## src/rtl/hp_controller_if.sv

```systemverilog
// Event and status bundle between the game logic and the HP keeper.
// Latency: none; this is wiring only.
// Backpressure: none; events are single-cycle pulses or levels, status is sampled every pixel.
interface hp_controller_if;
   logic       frame_tick;
   logic       game_start;
   logic       hit;
   logic       heal;
   logic [1:0] hp;
   logic       HP_exist;
   logic       dead;
   logic       invuln;

   // Event source side (collision logic / game control)
   modport master (
      output frame_tick, game_start, hit, heal,
      input  hp, HP_exist, dead, invuln
   );

   // HP keeper side
   modport slave (
      input  frame_tick, game_start, hit, heal,
      output hp, HP_exist, dead, invuln
   );
endinterface

```

## src/rtl/hp_controller.sv

```systemverilog
// Player hit-point keeper: turns start/hit/heal events into hp, heart visibility and invulnerability blink.
// Latency: an event sampled on cycle n shows on the registered outputs from cycle n+1.
// Backpressure: none; edges are detected, so a held request produces exactly one event.
module hp_controller #(
   parameter int MAX_HP        = 3,
   parameter int INVULN_FRAMES = 60,
   parameter int BLINK_FRAMES  = 4
) (
   input  logic             Clk,
   input  logic             Reset,
   hp_controller_if.slave   bus
);

   localparam int IW = $clog2(INVULN_FRAMES + 1);
   localparam int BW = $clog2(BLINK_FRAMES + 1);

   localparam logic [IW-1:0] INV_LOAD   = IW'(INVULN_FRAMES);
   localparam logic [IW-1:0] INV_ONE    = IW'(1);
   localparam logic [BW-1:0] BLINK_LOAD = BW'(BLINK_FRAMES);
   localparam logic [BW-1:0] BLINK_ONE  = BW'(1);
   localparam logic [1:0]    HP_MAX     = 2'(MAX_HP);

   typedef enum logic [1:0] {
      IDLE   = 2'd0,
      ALIVE  = 2'd1,
      INVULN = 2'd2,
      DEAD   = 2'd3
   } state_t;

   state_t        state, state_nxt;
   logic [1:0]    hp_r, hp_nxt;
   logic          exist_r, exist_nxt;
   logic [IW-1:0] inv_cnt, inv_nxt;
   logic [BW-1:0] blink_cnt, blink_nxt;
   logic          start_q, hit_q, heal_q;
   logic          start_edge, hit_edge, heal_edge;
   logic          dead_w, invuln_w;

   assign start_edge = bus.game_start & ~start_q;
   assign hit_edge   = bus.hit        & ~hit_q;
   assign heal_edge  = bus.heal       & ~heal_q;

   // State, datapath and edge-history registers
   always_ff @(posedge Clk or posedge Reset) begin
      if (Reset) begin
         state     <= IDLE;
         hp_r      <= 2'd0;
         exist_r   <= 1'b0;
         inv_cnt   <= '0;
         blink_cnt <= '0;
         start_q   <= 1'b0;
         hit_q     <= 1'b0;
         heal_q    <= 1'b0;
      end else begin
         state     <= state_nxt;
         hp_r      <= hp_nxt;
         exist_r   <= exist_nxt;
         inv_cnt   <= inv_nxt;
         blink_cnt <= blink_nxt;
         start_q   <= bus.game_start;
         hit_q     <= bus.hit;
         heal_q    <= bus.heal;
      end
   end

   // Next state plus next hp / visibility / window counters
   always_comb begin
      state_nxt = state;
      hp_nxt    = hp_r;
      exist_nxt = exist_r;
      inv_nxt   = inv_cnt;
      blink_nxt = blink_cnt;
      if (start_edge) begin
         // Restart wins over everything else in the same cycle
         state_nxt = ALIVE;
         hp_nxt    = HP_MAX;
         exist_nxt = 1'b1;
         inv_nxt   = '0;
         blink_nxt = '0;
      end else begin
         case (state)
            IDLE: begin
               exist_nxt = 1'b0;
            end
            ALIVE: begin
               exist_nxt = 1'b1;
               if (hit_edge) begin
                  // A simultaneous heal is dropped
                  if (hp_r <= 2'd1) begin
                     hp_nxt    = 2'd0;
                     state_nxt = DEAD;
                  end else begin
                     hp_nxt    = hp_r - 2'd1;
                     state_nxt = INVULN;
                     inv_nxt   = INV_LOAD;
                     blink_nxt = BLINK_LOAD;
                     exist_nxt = 1'b0;
                  end
               end else if (heal_edge && (hp_r < HP_MAX)) begin
                  hp_nxt = hp_r + 2'd1;
               end
            end
            INVULN: begin
               if (heal_edge && (hp_r < HP_MAX)) begin
                  hp_nxt = hp_r + 2'd1;
               end
               if (bus.frame_tick) begin
                  if (inv_cnt <= INV_ONE) begin
                     // Window over: hearts come back solid
                     inv_nxt   = '0;
                     state_nxt = ALIVE;
                     exist_nxt = 1'b1;
                  end else begin
                     inv_nxt = inv_cnt - INV_ONE;
                     if (blink_cnt <= BLINK_ONE) begin
                        exist_nxt = ~exist_r;
                        blink_nxt = BLINK_LOAD;
                     end else begin
                        blink_nxt = blink_cnt - BLINK_ONE;
                     end
                  end
               end
            end
            DEAD: begin
               // Hearts stay "visible" so the renderer shows the empty bar
               hp_nxt    = 2'd0;
               exist_nxt = 1'b1;
            end
            default: begin
               state_nxt = IDLE;
            end
         endcase
      end
   end

   // Status flags decoded from the registered state
   always_comb begin
      dead_w   = (state == DEAD);
      invuln_w = (state == INVULN);
   end

   assign bus.hp       = hp_r;
   assign bus.HP_exist = exist_r;
   assign bus.dead     = dead_w;
   assign bus.invuln   = invuln_w;

endmodule

```

## src/flat_wrapper.sv

```systemverilog
// flat-port wrapper written by rule: the top's interface ports become plain ports
module hp_controller_flat 
#(
   parameter int MAX_HP        = 3,
   parameter int INVULN_FRAMES = 60,
   parameter int BLINK_FRAMES  = 4
)
  (Clk, Reset, bus_frame_tick, bus_game_start, bus_hit, bus_heal, bus_hp, bus_HP_exist, bus_dead, bus_invuln);
  hp_controller_if bus_i ();
  input  logic Clk;
  input  logic Reset;
  input wire logic [$bits(bus_i.frame_tick)-1:0] bus_frame_tick;
  input wire logic [$bits(bus_i.game_start)-1:0] bus_game_start;
  input wire logic [$bits(bus_i.hit)-1:0] bus_hit;
  input wire logic [$bits(bus_i.heal)-1:0] bus_heal;
  output wire logic [$bits(bus_i.hp)-1:0] bus_hp;
  output wire logic [$bits(bus_i.HP_exist)-1:0] bus_HP_exist;
  output wire logic [$bits(bus_i.dead)-1:0] bus_dead;
  output wire logic [$bits(bus_i.invuln)-1:0] bus_invuln;
  assign bus_i.frame_tick = bus_frame_tick;
  assign bus_i.game_start = bus_game_start;
  assign bus_i.hit = bus_hit;
  assign bus_i.heal = bus_heal;
  assign bus_hp = bus_i.hp;
  assign bus_HP_exist = bus_i.HP_exist;
  assign bus_dead = bus_i.dead;
  assign bus_invuln = bus_i.invuln;
  hp_controller #(.MAX_HP(MAX_HP), .INVULN_FRAMES(INVULN_FRAMES), .BLINK_FRAMES(BLINK_FRAMES)) u_core (.Clk(Clk), .Reset(Reset), .bus(bus_i));
endmodule
```

## config.mk

```make
export PLATFORM = sky130hd
export DESIGN_NAME = hp_controller_flat
export DESIGN_NICKNAME = d
export VERILOG_FILES = /design/src/rtl/hp_controller_if.sv /design/src/rtl/hp_controller.sv /design/src/flat_wrapper.sv
export SDC_FILE = /design/constraint.sdc
export NUM_CORES = 1
export LEC_CHECK = 0
export ABC_AREA = 1
export BUFFER_PORTS_ARGS = -buffer_cell sky130_fd_sc_hd__buf_4
export CORE_MARGIN = 3
export CORE_UTILIZATION = 35
export CTS_BUF_LIST = sky130_fd_sc_hd__clkbuf_4
export CTS_CLUSTER_DIAMETER = 200
export CTS_CLUSTER_SIZE = 12
export DETAILED_ROUTE_END_ITERATION = 8
export SYNTH_ARGS = -nofsm -noshare
export SYNTH_HDL_FRONTEND = slang
export SYNTH_SLANG_ARGS = --single-unit
```

## constraint.sdc

```tcl
create_clock -name Clk -period 1.84 [get_ports Clk]
set_input_delay 0.184 -clock Clk [delete_from_list [all_inputs] [get_ports Clk]]
set_output_delay 0.184 -clock Clk [all_outputs]
set_load 0.05 [all_outputs]
```

* Word-level counts from Yosys, hierarchy flattened
Index checks and enable logic that the tools add are counted.
** Storage, ports and cells
- Bits of input ports :: 6
- Word-level logic and storage cells :: 71
- Register bits :: 17
- Output and inout port bits :: 5
** Cells by class
- Multiplexer cells :: 31
- Reductions and logical operators :: 8
- Eq/ne operators :: 9
- $add $sub $neg :: 4
- Magnitude comparators :: 4
- Bitwise operators :: 7
** Operators with widths (number)
- 6-bit 2-to-1 mux :: 5
- 3-bit 2-to-1 mux :: 6
- 2-bit 2-to-1 mux :: 8
- 6-bit case mux with 2 select lines :: 1
- 3-bit by 2-bit inequality test with 1-bit output (second input constant) :: 3
- 4-bit AND reduction :: 2
- 1-bit 2-to-1 mux :: 7
- 6-bit by 1-bit <= comparator with 1-bit output (second input constant) :: 1
- 3-bit by 1-bit inequality test with 1-bit output (second input constant) :: 2
- 2-bit case mux with 3 select lines :: 1
- 3-bit case mux with 2 select lines :: 1
- 6-bit by 1-bit subtractor with 6-bit output (second input constant) :: 1
- 5-bit AND reduction :: 1
- 2-bit == test (second input constant) :: 2
- 4-bit by 1-bit inequality test with 1-bit output (second input constant) :: 1
- 1-bit inverter :: 4
- 1-bit case mux with 4 select lines :: 1
- 2-bit case mux with 2 select lines :: 1
- 4-bit nonzero test :: 1
- 1-bit AND :: 3
- 3-bit by 1-bit <= comparator with 1-bit output (second input constant) :: 1
- 3-bit nonzero test :: 1
- 3-bit by 1-bit subtractor with 3-bit output (second input constant) :: 1
- 2-bit by 1-bit adder with 2-bit output (second input constant) :: 1
- other kinds (7) :: 7

* Logic depth before layout (Yosys ltp)
Gate-level depths: netlist of the first run.
- Depth after elaboration :: 7
- Gate-level depth with buffers :: 10
- Depth with buffers taken out :: 10

* Least setup slack after synthesis of the first run
OpenSTA, ideal clock, no wires.
- Path kind :: flip-flop to flip-flop
- From :: register u_core.hp_r[1] (netlist: u_core.bus.hp[1])
- To :: register u_core.inv_cnt[5]
- Clock period less this slack :: 1.753 ns
- Path buffers :: 1
- Cell stages (with the launch flop) :: 11
- Required time :: 1.767 ns
- Setup time :: 0.073 ns
- Data arrival time :: 1.680 ns
- Slack :: 0.087 ns
- Cell sequence :: dfrtp_1 -> inv_1 -> ha_1 -> inv_1 -> nand2_1 -> nor2_1 -> nor2_1 -> nor2_2 -> buf_6 -> nor2_2 -> a21oi_2
** On the way
- Word-level cells in the longest chain between the ends :: 3
** RTL lines
- start: declaration :: line hp_controller.sv:31 : logic [1:0] hp_r, hp_nxt;
- start signal: assignment :: line hp_controller.sv:56 : hp_r <= hp_nxt;
- 2-bit by 1-bit <= comparator with 1-bit output :: line hp_controller.sv:89 : if (hp_r <= 2'd1) begin
- 3-bit by 2-bit inequality test with 1-bit output (no line)
- 4-bit AND reduction (no line)
- end signal: assignment :: line hp_controller.sv:58 : inv_cnt <= inv_nxt;
- end: declaration :: line hp_controller.sv:33 : logic [IW-1:0] inv_cnt, inv_nxt;
No other way between the ends.
A chain may end at the register's enable or synchronous reset.

* Final worst setup path of the first run
- From :: register u_core.hp_r[1] (netlist: u_core.bus.hp[1])
- To :: register u_core.inv_cnt[3]
Same word-level chain as after synthesis.

==> results.md, run 1 <==
* CTS tree: yes
* Sequential area share after synthesis at 0.3632
* Worst hold path type: in2async
* Outcome: finished with violations
* IO Port Bufs at 10
* WL final at between 2 and 2.5 mm
* Top-area cell type share of the netlist area at 0.3632
* Met3 Usage GRT at 0.03163
* Mux share of post-synthesis cell area at 0
* Adder-Cell Fraction of Synth Area at 0.07479
* Critical Path Max Stage Delay at 440 ps
* Clock transition at path regs at 110 ps
* Hold WS at -20.85 ps
* Largest net degree at the start of global routing at 18
* Post-CTS setup buffer count at 0
* Failing checks: negative hold slack
* Layout cells sized above 1 at 0.1667
* Area Overhead vs Synth at 16.03%
* Min Clock Period, post-route at 1658 ps
* Synth Area in XOR/XNOR at 0.007479
* Syn_area_per_cell at 6.930 sq um
* DRT Pass-1 Iters at 4
* Diodes inserted at 0
* Remaining antenna violation count at 0
* Final setup fails at 0
* PnR worst setup slack at ~180 ps
* CP Launch Type: flip-flop
* Starting Density at 0.3744
* DP Wirelength at 1.818 mm
* Vias at 1055
* Synthesized cell area at 1171 sq um
* CTS root buf: clkbuf_4
* RePlAce Congestion at 0.8020
* Row Count at 20
* # nets final at 200
* Post-Syn Instances at 169
* CP most frequent cell: nor2_1
* Fin Setup TNS at 0 ps
* Final Slew Violations at 0
* Max-slew headroom at 0.5391
* Max-Cap Viols at 0
* Synth unique cells at 23
* Global route total overflow at 0
* CP endpoint kind: flip-flop
* Io pins at 11
* Tot Pwr at 2367 uW
* Post-Synth Simple-Gate Area at 0.3654
* Worst-margin pin slew at 690.6 ps
* Leak Pwr at 0.0007584 uW
* Drc violations at 0
* M2 GR Usage at 0.2142
* Core Util, Final at 0.4344
* Setup CP Type: reg2reg
* PD cells at 1742 nW/um^2
* CP cell instances: inv_1 -> ha_1 -> inv_1 -> nand2_1 -> nor2_1 -> nor2_1 -> nor2_2 -> buf_4 -> nor2_1 -> a21oi_1
* Clock skew at ~8.1 ps
* Vias in the first global route at between 1000 and 1500
* Vias/cell at between 4 and 5
* Peak VDD IR at 0.8686 mV
* Largest family of logic cells by synthesized area: simple AND/OR/NAND/NOR gates
* Clock Path Buffers at 2
* Clock latency on the worst-skew pair at roughly 300 ps
* Top post-synthesis cells by area: dfrtp_1 (36%), nand2_1 (14%), inv_1 (9.3%)
* Synth Area in Compound Gates at 0.08013
* Core area at 3128 sq um
* CP Data Required Time at approximately 2100 ps
* #FFs+latches synth at 17
* H-tree depth at 1
* YS warnings at 0
* Cell accounting for the most synthesized area: dfrtp_1
* Fin. Hold Viols at 17
* Clock sink count at 17
* Reg2reg path depth at 10
* Maximum fanout along the worst path at 8
* Die width at 63.85 microns
* Most Crowded Layer GR: met2
* Die ar. at 4076 sq um
* # fillers at 344
* Clock buffer count from CTS at 3
* CP max stage cell: dfrtp_2
* GR met1 Demand/Resource at 0.1747
* F_max at 603.3 MHz
* Wirelength per Cell at 10.37 microns
* Tcrit/Tclk final at 0.9009
* Synth Net Count at 182
* Die H at 63.85 microns
* Initial antenna violation count at 0
* GRT Total Usage at 0.1328
* Worst slack, placed at 150.1 ps
* Detailed Route Iter0 Violations at 36
* First-pass GRT wire length at 4.340 mm
* Arrival time worst endpoint at ~1900 ps
==> final timing paths <==
check,end,slack (ps),start
worst max-delay path,u_core.inv_cnt[3],180,u_core.bus.hp[1]
max in group asynchronous,u_core.bus.hp[1],1390,Reset
min in group Clk,u_core.bus.HP_exist,290,bus_frame_tick
worst min-delay path,u_core.hit_q,-20,Reset
worst min register to register,u_core.bus.HP_exist,530,u_core.bus.HP_exist
worst max register to register,u_core.inv_cnt[3],180,u_core.bus.hp[1]
==> per-layer routing <==
metal	vias up	share of wire
li1	553	-
met1	483	0.50
met2	17	0.45
met3	2	0.037
met4	0	0.0080
met5	-	0
==> report_power, final <==
part / leakage (uW) / internal [uW] / switching (uW)
Clock: 0.0000184 / 99.2 / 126
Combinational: 0.000539 / 499 / 919
Sequential: 0.000201 / 529 / 194
==> Yosys cell counts (all sizes together) <==
cell type,instances
a21oi,8
or2,1
nand3,17
xor2,1
o21ai,7
inv,31
nor3,2
nor2,25
buf,1
o21bai,1
a21boi,1
nand4,1
ha,7
nand2,49
dfrtp,17
==> state kept, by name, summed over array words and instances, names as in the netlist <==
| register | flops |
|---|---|
| u_core.hit_q | 1 |
| u_core.state | 2 |
| u_core.bus.hp | 2 |
| u_core.heal_q | 1 |
| u_core.start_q | 1 |
| u_core.bus.HP_exist | 1 |
| u_core.inv_cnt | 6 |
| u_core.blink_cnt | 3 |
==> cells by family (layout without fill, tap and decap cells) <==
| family | after synthesis | count (layout) |
|---|---|---|
| and+or+nand+nor | 95 | 95 |
| buffers and inverters | 32 | 49 |
| AOI/OAI and AO/OA | 17 | 17 |
| DFF | 17 | 17 |
| adders and majority gates | 7 | 7 |
| xor gates and xnor gates | 1 | 1 |
==> critical path: cells and delay by family (launching register included) <==
family / cells / cell delay (ps)
simple gates: 5 / 490
flops: 1 / 440
buf+inv: 3 / 360
fa+ha+maj: 1 / 180
compound gates: 1 / 110
==> cells in the final DEF, fill, tap and decap left out, types with 3 or more instances in the layout <==
master	synthesis	final
nand2_1	44	44
inv_1	29	29
nor2_1	20	20
nand3_1	16	16
dfrtp_1	17	16
buf_4	0	11
a21oi_1	7	7
ha_1	7	7
o21ai_0	5	5
nand2_2	4	4
nor2_2	4	4
clkbuf_4	0	4
dlygate4sd3_1	0	3
==> stage by stage <==
stage	cells	area [sq um]
3_5_place_dp	223	1297
4_1_cts	230	1358
2_1_floorplan	169	1171
6_report	230	1359
3_3_place_gp	223	1297
5_1_grt	230	1359
==> area by class of cell <==
class                           count  area (sq um)  share of cell area
Clock buffer                        4         30.03             0.02210
Sequential cell                    17         426.7              0.3140
Tap cell                           44         55.05             0.04052
Multi-Input combinational cell    120         618.1              0.4549
Timing Repair Buffer               14         112.6             0.08287
Inverter                           31         116.4             0.08564
==> what timing repair did <==
item,in CTS,in global routing
endpoints found under the hold margin,3,0
hold buffers,3,0
resized for setup,0,1
setup endpoints to repair,0,6
No activity file was read; power rests on OpenSTA's default activity.
==> run 2, diff against run 1 <==
Settings changed: SETUP_SLACK_MARGIN set to 0.4.
Clock period 1.84 ns to 1.5 ns, I/O delays scaled along.
==> run 2 against run 1 <==
- the flow now finishes without violations
- cell count grew 11%
- sequential power rose by 23%
- wire length rose by 18%
- count of clock-buffer cells in the layout unchanged
- hold slack improved by 350 ps
- register-to-register slack lost 90 ps
- critical path depth is the same
- flip-flop and latch count is the same
- first-iteration DRC count increased by 110%
- maximum frequency grew 18%
- via count increased by 13%
- non-clock buffer count increased by 25
==> results.md, run 2 (synthesis gave the netlist of run 1 again) <==
* Maximum fanout along the worst path at 4 (was 8)
* F_max at 709.0 MHz (was 603.3 MHz)
* Clock latency on the worst-skew pair at 290 ps (was 300 ps)
* First-pass GRT wire length at 4.830 mm (was 4.340 mm)
* Layout cells sized above 1 at 0.4502 (was 0.1667)
* Drc violations at 0 (unchanged)
* Vias/cell at 4.686 (was 4.587)
* Sw frac at 0.4846 (was 0.5238)
* Clock sink count at 17 (unchanged)
* Tcrit/Tclk final at 0.9403 (was 0.9009)
* Hold depth at 6
* Clock Power Share at 0.067 (was 0.095)
* Detailed Route Iter0 Violations at 74 (was 36)
* Wirelength per Cell at 11.01 microns (was 10.37 microns)
* Clock buffer count from CTS at 3 (unchanged)
* PD cells at 2256 nW/um^2 (was 1742 nW/um^2)
* CP Data Required Time at 1730 ps (was 2070 ps)
* # fillers at 290 (was 344)
* Clock Path Buffers at 2 (unchanged)
* Initial antenna violation count at 0 (unchanged)
* Min Clock Period, post-route at 1410 ps (was 1658 ps)
* Reg power frac at 0.219 (was 0.305)
* Global route total overflow at 0 (unchanged)
* Setup CP Type: reg2reg (unchanged)
* Final Slew Violations at 0 (unchanged)
* Largest registers: u_core.inv_cnt x6, u_core.blink_cnt x3 (unchanged)
* Max reg flops at 6 (unchanged)
* CP endpoint kind: flip-flop (unchanged)
* Area Overhead vs Synth at 53.31% (was 16.03%)
* Fin. Hold Viols at 0 (was 17)
* Vias at 1195 (was 1055)
* Reg2reg start: u_core.state[0] (was u_core.bus.hp[1])
* RePlAce Congestion at 0.7916 (was 0.8020)
* Most frequent cells in the layout: nand2_1 (34), buf_4 (24), inv_1 (19), nor2_1 (15), dfrtp_1 (13) (was nand2_1 (44), inv_1 (29), nor2_1 (20), nand3_1 (16), dfrtp_1 (16))
* Outcome: complete, no violations (was finished with violations)
* Die width at 63.85 microns (unchanged)
* Clock transition at path regs at 110 ps (about the same)
* Worst-margin pin slew at 495.5 ps (was 690.6 ps)
* Leading cell type in the layout, fill and taps excluded: nand2_1 (unchanged)
* GRT Total Usage at 0.1472 (was 0.1328)
* Reg with most FFs: u_core.inv_cnt (unchanged)
* Peak VDD IR at 0.9906 mV (was 0.8686 mV)
* Arrival time worst endpoint at 1640 ps (was 1890 ps)
* Die H at 63.85 microns (unchanged)
* Max-Cap Viols at 0 (unchanged)
* Vias in the first global route at 1142 (was 1015)
* IO Port Bufs at 10 (unchanged)
* # nets final at 225 (was 200)
* NetSw at 1963 uW (was 1240 uW)
* Fin Setup TNS at 0 ps (unchanged)
* Starting Density at 0.3744 (unchanged)
* Tot Pwr at 4051 uW (was 2367 uW)
* Core area at 3128 sq um (unchanged)
* Io pins at 11 (unchanged)
* Gate power share at 0.714 (was 0.599)
* Int Power at 2088 uW (was 1127 uW)
* Flop2flop setup slack at 90 ps (was 180 ps)
* Leak Pwr at 0.0009046 uW (was 0.0007584 uW)
* Largest net degree at the start of global routing at 13 (was 18)
* DP Wirelength at 1.939 mm (was 1.818 mm)
* Final setup fails at 0 (unchanged)
* CP Launch Type: flip-flop (unchanged)
* Die ar. at 4076 sq um (unchanged)
* Diodes inserted at 0 (unchanged)
* H-tree depth at 1 (unchanged)
* CTS tree: yes (unchanged)
* Clock skew at 10.88 ps (was 8.051 ps)
* Core Util, Final at 0.5740 (was 0.4344)
* Unrepaired setup endpoints after global routing: true
* CTS root buf: clkbuf_4 (unchanged)
* Max-slew headroom at 0.6693 (was 0.5391)
* HP Start: bus_hit
* WL final at 2.808 mm (was 2.384 mm)
* Hold Path Sink: u_core.bus.hp[0]
* Worst hold path type: in2reg (was in2async)
* Remaining antenna violation count at 0 (unchanged)
* Row Count at 20 (unchanged)
* DRT Pass-1 Iters at 4 (unchanged)
* Reg-to-Reg End: u_core.inv_cnt[0] (was u_core.inv_cnt[3])
* Reg2reg path depth at 10 (unchanged)
## run 2: cell count changes in the layout (fill, tap and decap cells not counted), sizes merged
cell,before,now
buf,11,35
dlygate4sd3,3,4
## run 2: through the flow
stage	area, sq um	setup slack (ps)	hold WS [ps]	std cells
finish	1795	89.53	324.7	255
global placement	1435	-78.46	205.7	236
global route	1795	-2.798	370.6	255
detailed placement	1435	-131.6	200.1	236
floorplan	1211	7.462	76.02	169
CTS	1723	97.62	331.4	253
## run 2: layout make-up
cell class / count / area (sq um) / share of cell area
Multi-Input combinational cell: 120 / 794.5 / 0.4425
Inverter: 31 / 118.9 / 0.06620
Tap cell: 44 / 55.05 / 0.03066
Sequential cell: 17 / 432.9 / 0.2411
Clock buffer: 4 / 30.03 / 0.01672
Timing Repair Buffer: 39 / 364.1 / 0.2028
## run 2: power by group through the flow
| stage | clock (uW) | combinational [uW] | sequential [uW] |
|---|---|---|---|
| CTS | 280 | 2670 | 882 |
| detailed placement | 0 | 2080 | 843 |
| finish | 270 | 2890 | 889 |
| global route | 299 | 3180 | 916 |
| floorplan | 0 | 1320 | 1010 |
| global placement | 0 | 2040 | 835 |
## run 2: critical path, cell delays in order, from the launching register on
cell and delay (ps):
dfrtp_2 450, buf_6 130, nor2_4 110, buf_6 120, nand2_4 60, inv_2 60
nand2_2 60, buf_4 140, nor2_1 100, nand2_2 60, o21ai_1 70
## run 2: worst max-delay path by stage
stage                startpoint             endpoint  slack (ps)  cells after the start
3_3_place_gp   u_core.bus.hp[1]  u_core.blink_cnt[0]         -80                     10
2_1_floorplan   u_core.state[1]    u_core.inv_cnt[5]           7                      8
4_1_cts        u_core.bus.hp[1]  u_core.blink_cnt[2]         100                     10
3_5_place_dp   u_core.bus.hp[1]  u_core.blink_cnt[2]        -130                     10
5_1_grt        u_core.bus.hp[1]  u_core.blink_cnt[0]          -3                     10
6_report        u_core.state[0]    u_core.inv_cnt[0]          90                     10
## run 2: what timing repair did
action	4_1_cts	5_1_grt
setup endpoints to repair	18	18
cloned	0	0
pin swaps	12	9
resized for setup	38	17
hold buffers	4	0
hold endpoints to repair	14	0
buffers inserted	9	2
## run 2: routing by layer
layer / global-route usage / share of wire
met1: 0.1747 / 0.43
met2: 0.2645 / 0.53
met3: 0.03691 / 0.035
met4: 0.03235 / 0.0075
met5: 0 / 0
==> run 3, diff against run 2 <==
Settings changed: ABC_AREA 1 to not set.
==> run 3 against run 2 <==
- the flow now finishes with violations (negative setup slack)
- via count shrank 20%
- synthesized area shrank 4.4%
- first-iteration DRC count is 47% lower
- wire length shrank 9.2%
- power is 38% lower
- clock power up 1%
- critical path depth decreased by 4
- global-route usage is 0.15 points lower
- synthesized cell count is 35% lower
- core utilization fell by 0.066 points
- count of clock-buffer cells in the layout did not move
- flip-flop and latch count unchanged
==> results.md, run 3 <==
* Outcome: finished with violations (was complete, no violations)
* Failing checks: negative setup slack
* Vias in the first global route at 958 (was 1142)
* Synth cell count leaders: dfrtp_1 (17), inv_1 (12) (was nand2_1 (44), inv_1 (29), nor2_1 (20))
* Reg power frac at 0.307 (was 0.219)
* Clock transition at path regs at 110 ps (about the same)
* Remaining antenna violation count at 0 (unchanged)
* IO Port Bufs at 10 (unchanged)
* Global route total overflow at 0 (unchanged)
* WL final at 2.549 mm (was 2.808 mm)
* Max-Cap Viols at 0 (unchanged)
* Detailed Route Iter0 Violations at 39 (was 74)
* Area Overhead vs Synth at 48.49% (was 53.31%)
* Peak VDD IR at 0.7164 mV (was 0.9906 mV)
* Seq. cell area at 435.4 sq um (was 432.9 sq um)
* Reg with most FFs: u_core.inv_cnt (unchanged)
* Reg2reg start: u_core.blink_cnt[1] (was u_core.state[0])
* Clock latency on the worst-skew pair at 300 ps (was 290 ps)
* Top_reg_cell synth: dfrtp_1 (unchanged)
* Cell accounting for the most synthesized area: dfrtp_1 (unchanged)
* Worst slack, placed at -188.5 ps (was -131.6 ps)
* Synthesized cell area at 1120 sq um (was 1171 sq um)
* Core area at 2900 sq um (was 3128 sq um)
* Int Power at 1489 uW (was 2088 uW)
* Leading cell type in the layout, fill and taps excluded: buf_4 (was nand2_1)
* DP Wirelength at 1.813 mm (was 1.939 mm)
* Starting Density at 0.3861 (was 0.3744)
* Syn_area_per_cell at 10.18 sq um (was 6.930 sq um)
* HP Start: bus_frame_tick (was bus_hit)
* Final std cells w/o fill at 191 (was 255)
* Gate power share at 0.584 (was 0.714)
* Io pins at 11 (unchanged)
* Placed Cells incl. Taps at 174 (was 236)
* Sequential area share after synthesis at 0.3799 (was 0.3632)
* CP Data Required Time at 1700 ps (was 1730 ps)
* PD cells at 1517 nW/um^2 (was 2256 nW/um^2)
* Final Cell Area at 1663 sq um (was 1795 sq um)
* Row Count at 19 (was 20)
* Post-Syn Instances at 110 (was 169)
* Vias/cell at 4.990 (was 4.686)
* #FFs+latches synth at 17 (unchanged)
* Clock Path Buffers at 2 (unchanged)
* Clock buffer count from CTS at 3 (unchanged)
* First-pass GRT wire length at 4.671 mm (was 4.830 mm)
* Layout cells sized above 1 at 0.5168 (was 0.4502)
* Worst setup path startpoint: u_core.blink_cnt[1] (was u_core.state[0])
* Synth unique cells at 46 (was 23)
* Post-synth EDFFs at 0 (unchanged)
* CP endpoint kind: flip-flop (unchanged)
* Diodes inserted at 0 (unchanged)
* Top-area cell type share of the netlist area at 0.3799 (was 0.3632)
* Die ar. at 3914 sq um (was 4076 sq um)
* NetSw at 1034 uW (was 1963 uW)
* CTS tree: yes (unchanged)
* CP cell instances: inv_2 -> ha_2 -> o21bai_4 -> a311oi_2 -> a21boi_2 -> mux2_4 (was buf_6 -> nor2_4 -> buf_6 -> nand2_4 -> inv_2 -> nand2_2 -> buf_4 -> nor2_1 -> nand2_2 -> o21ai_1)
* Placed instance area at 1396 sq um (was 1435 sq um)
* Leak Pwr at 0.0007060 uW (was 0.0009046 uW)
* DRT Pass-1 Iters at 4 (unchanged)
* Critical Path Max Stage Delay at 420 ps (was 450 ps)
* PnR worst setup slack at -153.5 ps (was 89.53 ps)
* GRT Total Usage at 0.1458 (was 0.1472)
* Largest registers: u_core.inv_cnt x6, u_core.blink_cnt x3 (unchanged)
* Fin. Hold Viols at 0 (unchanged)
* Max reg flops at 6 (unchanged)
* Sw frac at 0.4099 (was 0.4846)
* Min Clock Period, post-route at 1654 ps (was 1410 ps)
* Synth Net Count at 123 (was 182)
* Reg2reg path depth at 6 (was 10)
* Wirelength per Cell at 13.35 microns (was 11.01 microns)
* Largest net degree at the start of global routing at 12 (was 13)
* CTS root buf: clkbuf_4 (unchanged)
* Area of the multi-input gates at 740.7 sq um (was 794.5 sq um)
* Vias at 953 (was 1195)
* Unrepaired setup endpoints after global routing: true (unchanged)
* Top delay family on crit path: compound AO/OA/AOI/OAI gates (was flip-flops)
* Crit path depth at 6 (was 10)
* Most common cell in the netlist: dfrtp_1 (was nand2_1)
* Tot Pwr at 2523 uW (was 4051 uW)
* Arrival time worst endpoint at 1850 ps (was 1640 ps)
* Die H at 62.57 microns (was 63.85 microns)
* CP Launch Type: flip-flop (unchanged)
* Maximum fanout along the worst path at 3 (was 4)
* Max-slew headroom at 0.7286 (was 0.6693)
* Final Slew Violations at 0 (unchanged)
* # fillers at 251 (was 290)
* Buffer and inverter count on the worst path at 1 (was 4)
* Drc violations at 0 (unchanged)
* H-tree depth at 1 (unchanged)
* Setup CP Type: reg2reg (unchanged)
* Clock sink count at 17 (unchanged)
* Fin Setup TNS at -1589 ps (was 0 ps)
* Die width at 62.57 microns (was 63.85 microns)
* Final setup fails at 12 (was 0)
* Worst hold path type: in2reg (unchanged)
* Hold depth at 3 (was 6)
* Most frequent cells in the layout: buf_4 (25), dfrtp_1 (11), inv_1 (8), nand2_1 (7), a31oi_1 (7) (was nand2_1 (34), buf_4 (24), inv_1 (19), nor2_1 (15), dfrtp_1 (13))
* Ys async rst share at 1.000 (unchanged)
* Top post-synthesis cells by area: dfrtp_1 (38%), ha_1 (7.8%), inv_1 (4.0%) (was dfrtp_1 (36%), nand2_1 (14%), inv_1 (9.3%))
* Tcrit/Tclk final at 1.102 (was 0.9403)
* RePlAce Congestion at 0.7998 (was 0.7916)
* Initial antenna violation count at 0 (unchanged)
* Worst-margin pin slew at 406.6 ps (was 495.5 ps)
* # nets final at 163 (was 225)
* CP max stage cell: dfrtp_1 (was dfrtp_2)
* YS warnings at 0 (unchanged)
* Clock Power Share at 0.109 (was 0.067)
* Clock skew at 15.19 ps (was 10.88 ps)
* F_max at 604.8 MHz (was 709.0 MHz)
## run 3: final cells by class
class / count / share of cell area
multi-input cells: 76 / 0.4454
flip-flops and latches: 17 / 0.2619
repair buffers: 38 / 0.2069
inverters: 14 / 0.03612
well taps: 42 / 0.03160
clock buffers: 4 / 0.01806
## run 3: cells by family (layout without fill, tap and decap cells)
family / after synthesis / after routing / share of synthesized area
AOI/OAI and AO/OA: 40 / 40 / 0.2782
and+or+nand+nor: 27 / 27 / 0.1721
DFF: 17 / 17 / 0.3799
buffers and inverters: 17 / 56 / 0.06926
adders and majority gates: 7 / 7 / 0.07821
muxes: 2 / 2 / 0.02234
## run 3: what timing repair did
item	in CTS	in global routing
hold buffers	4	0
pin swaps	14	8
endpoints found under the hold margin	13	0
resized for setup	23	10
buffers inserted	5	4
setup endpoints to repair	18	18
## run 3: power groups by stage
stage / Sequential, uW / Combinational (uW) / Clock [uW]
floorplan: 895 / 674 / 0
global placement: 767 / 1130 / 0
detailed placement: 772 / 1150 / 0
CTS: 766 / 1370 / 279
global route: 798 / 1620 / 302
finish: 775 / 1470 / 274
## run 3: worst paths after layout
check	endpoint	slack [ps]
min in group asynchronous	u_core.bus.hp[1]	380
max	u_core.bus.HP_exist	-150
max in group asynchronous	u_core.state[0]	650
max reg2reg	u_core.bus.HP_exist	-150
min	u_core.state[0]	190
min reg2reg	u_core.bus.HP_exist	550
## run 3: routing by layer
layer	vias up	global-route usage	routed length (microns)
met2	13	0.2264	1163
met5	-	0	0
met4	0	0.02755	13
li1	479	-	-
met1	459	0.2069	1297
met3	2	0.03417	74
## run 3: worst register-to-register path, delay by kind of cell, from the launching register on
family | cells | cell delay, ps
AO/OA/AOI/OAI | 3 | 620
flip-flops | 1 | 420
multiplexers | 1 | 300
adder cells (fa/ha/maj) | 1 | 160
buffers and inverters | 1 | 50
## run 3: through the flow
| stage | util | hold WS [ps] |
|---|---|---|
| after floorplan | - | 76.02 |
| final | 0.5733 | 194.2 |
| after CTS | 0.5505 | 208.2 |
| after global routing | 0.5733 | 218.4 |
| after detailed placement | 0.4815 | 168.3 |
| after global placement | 0.4815 | 163.0 |
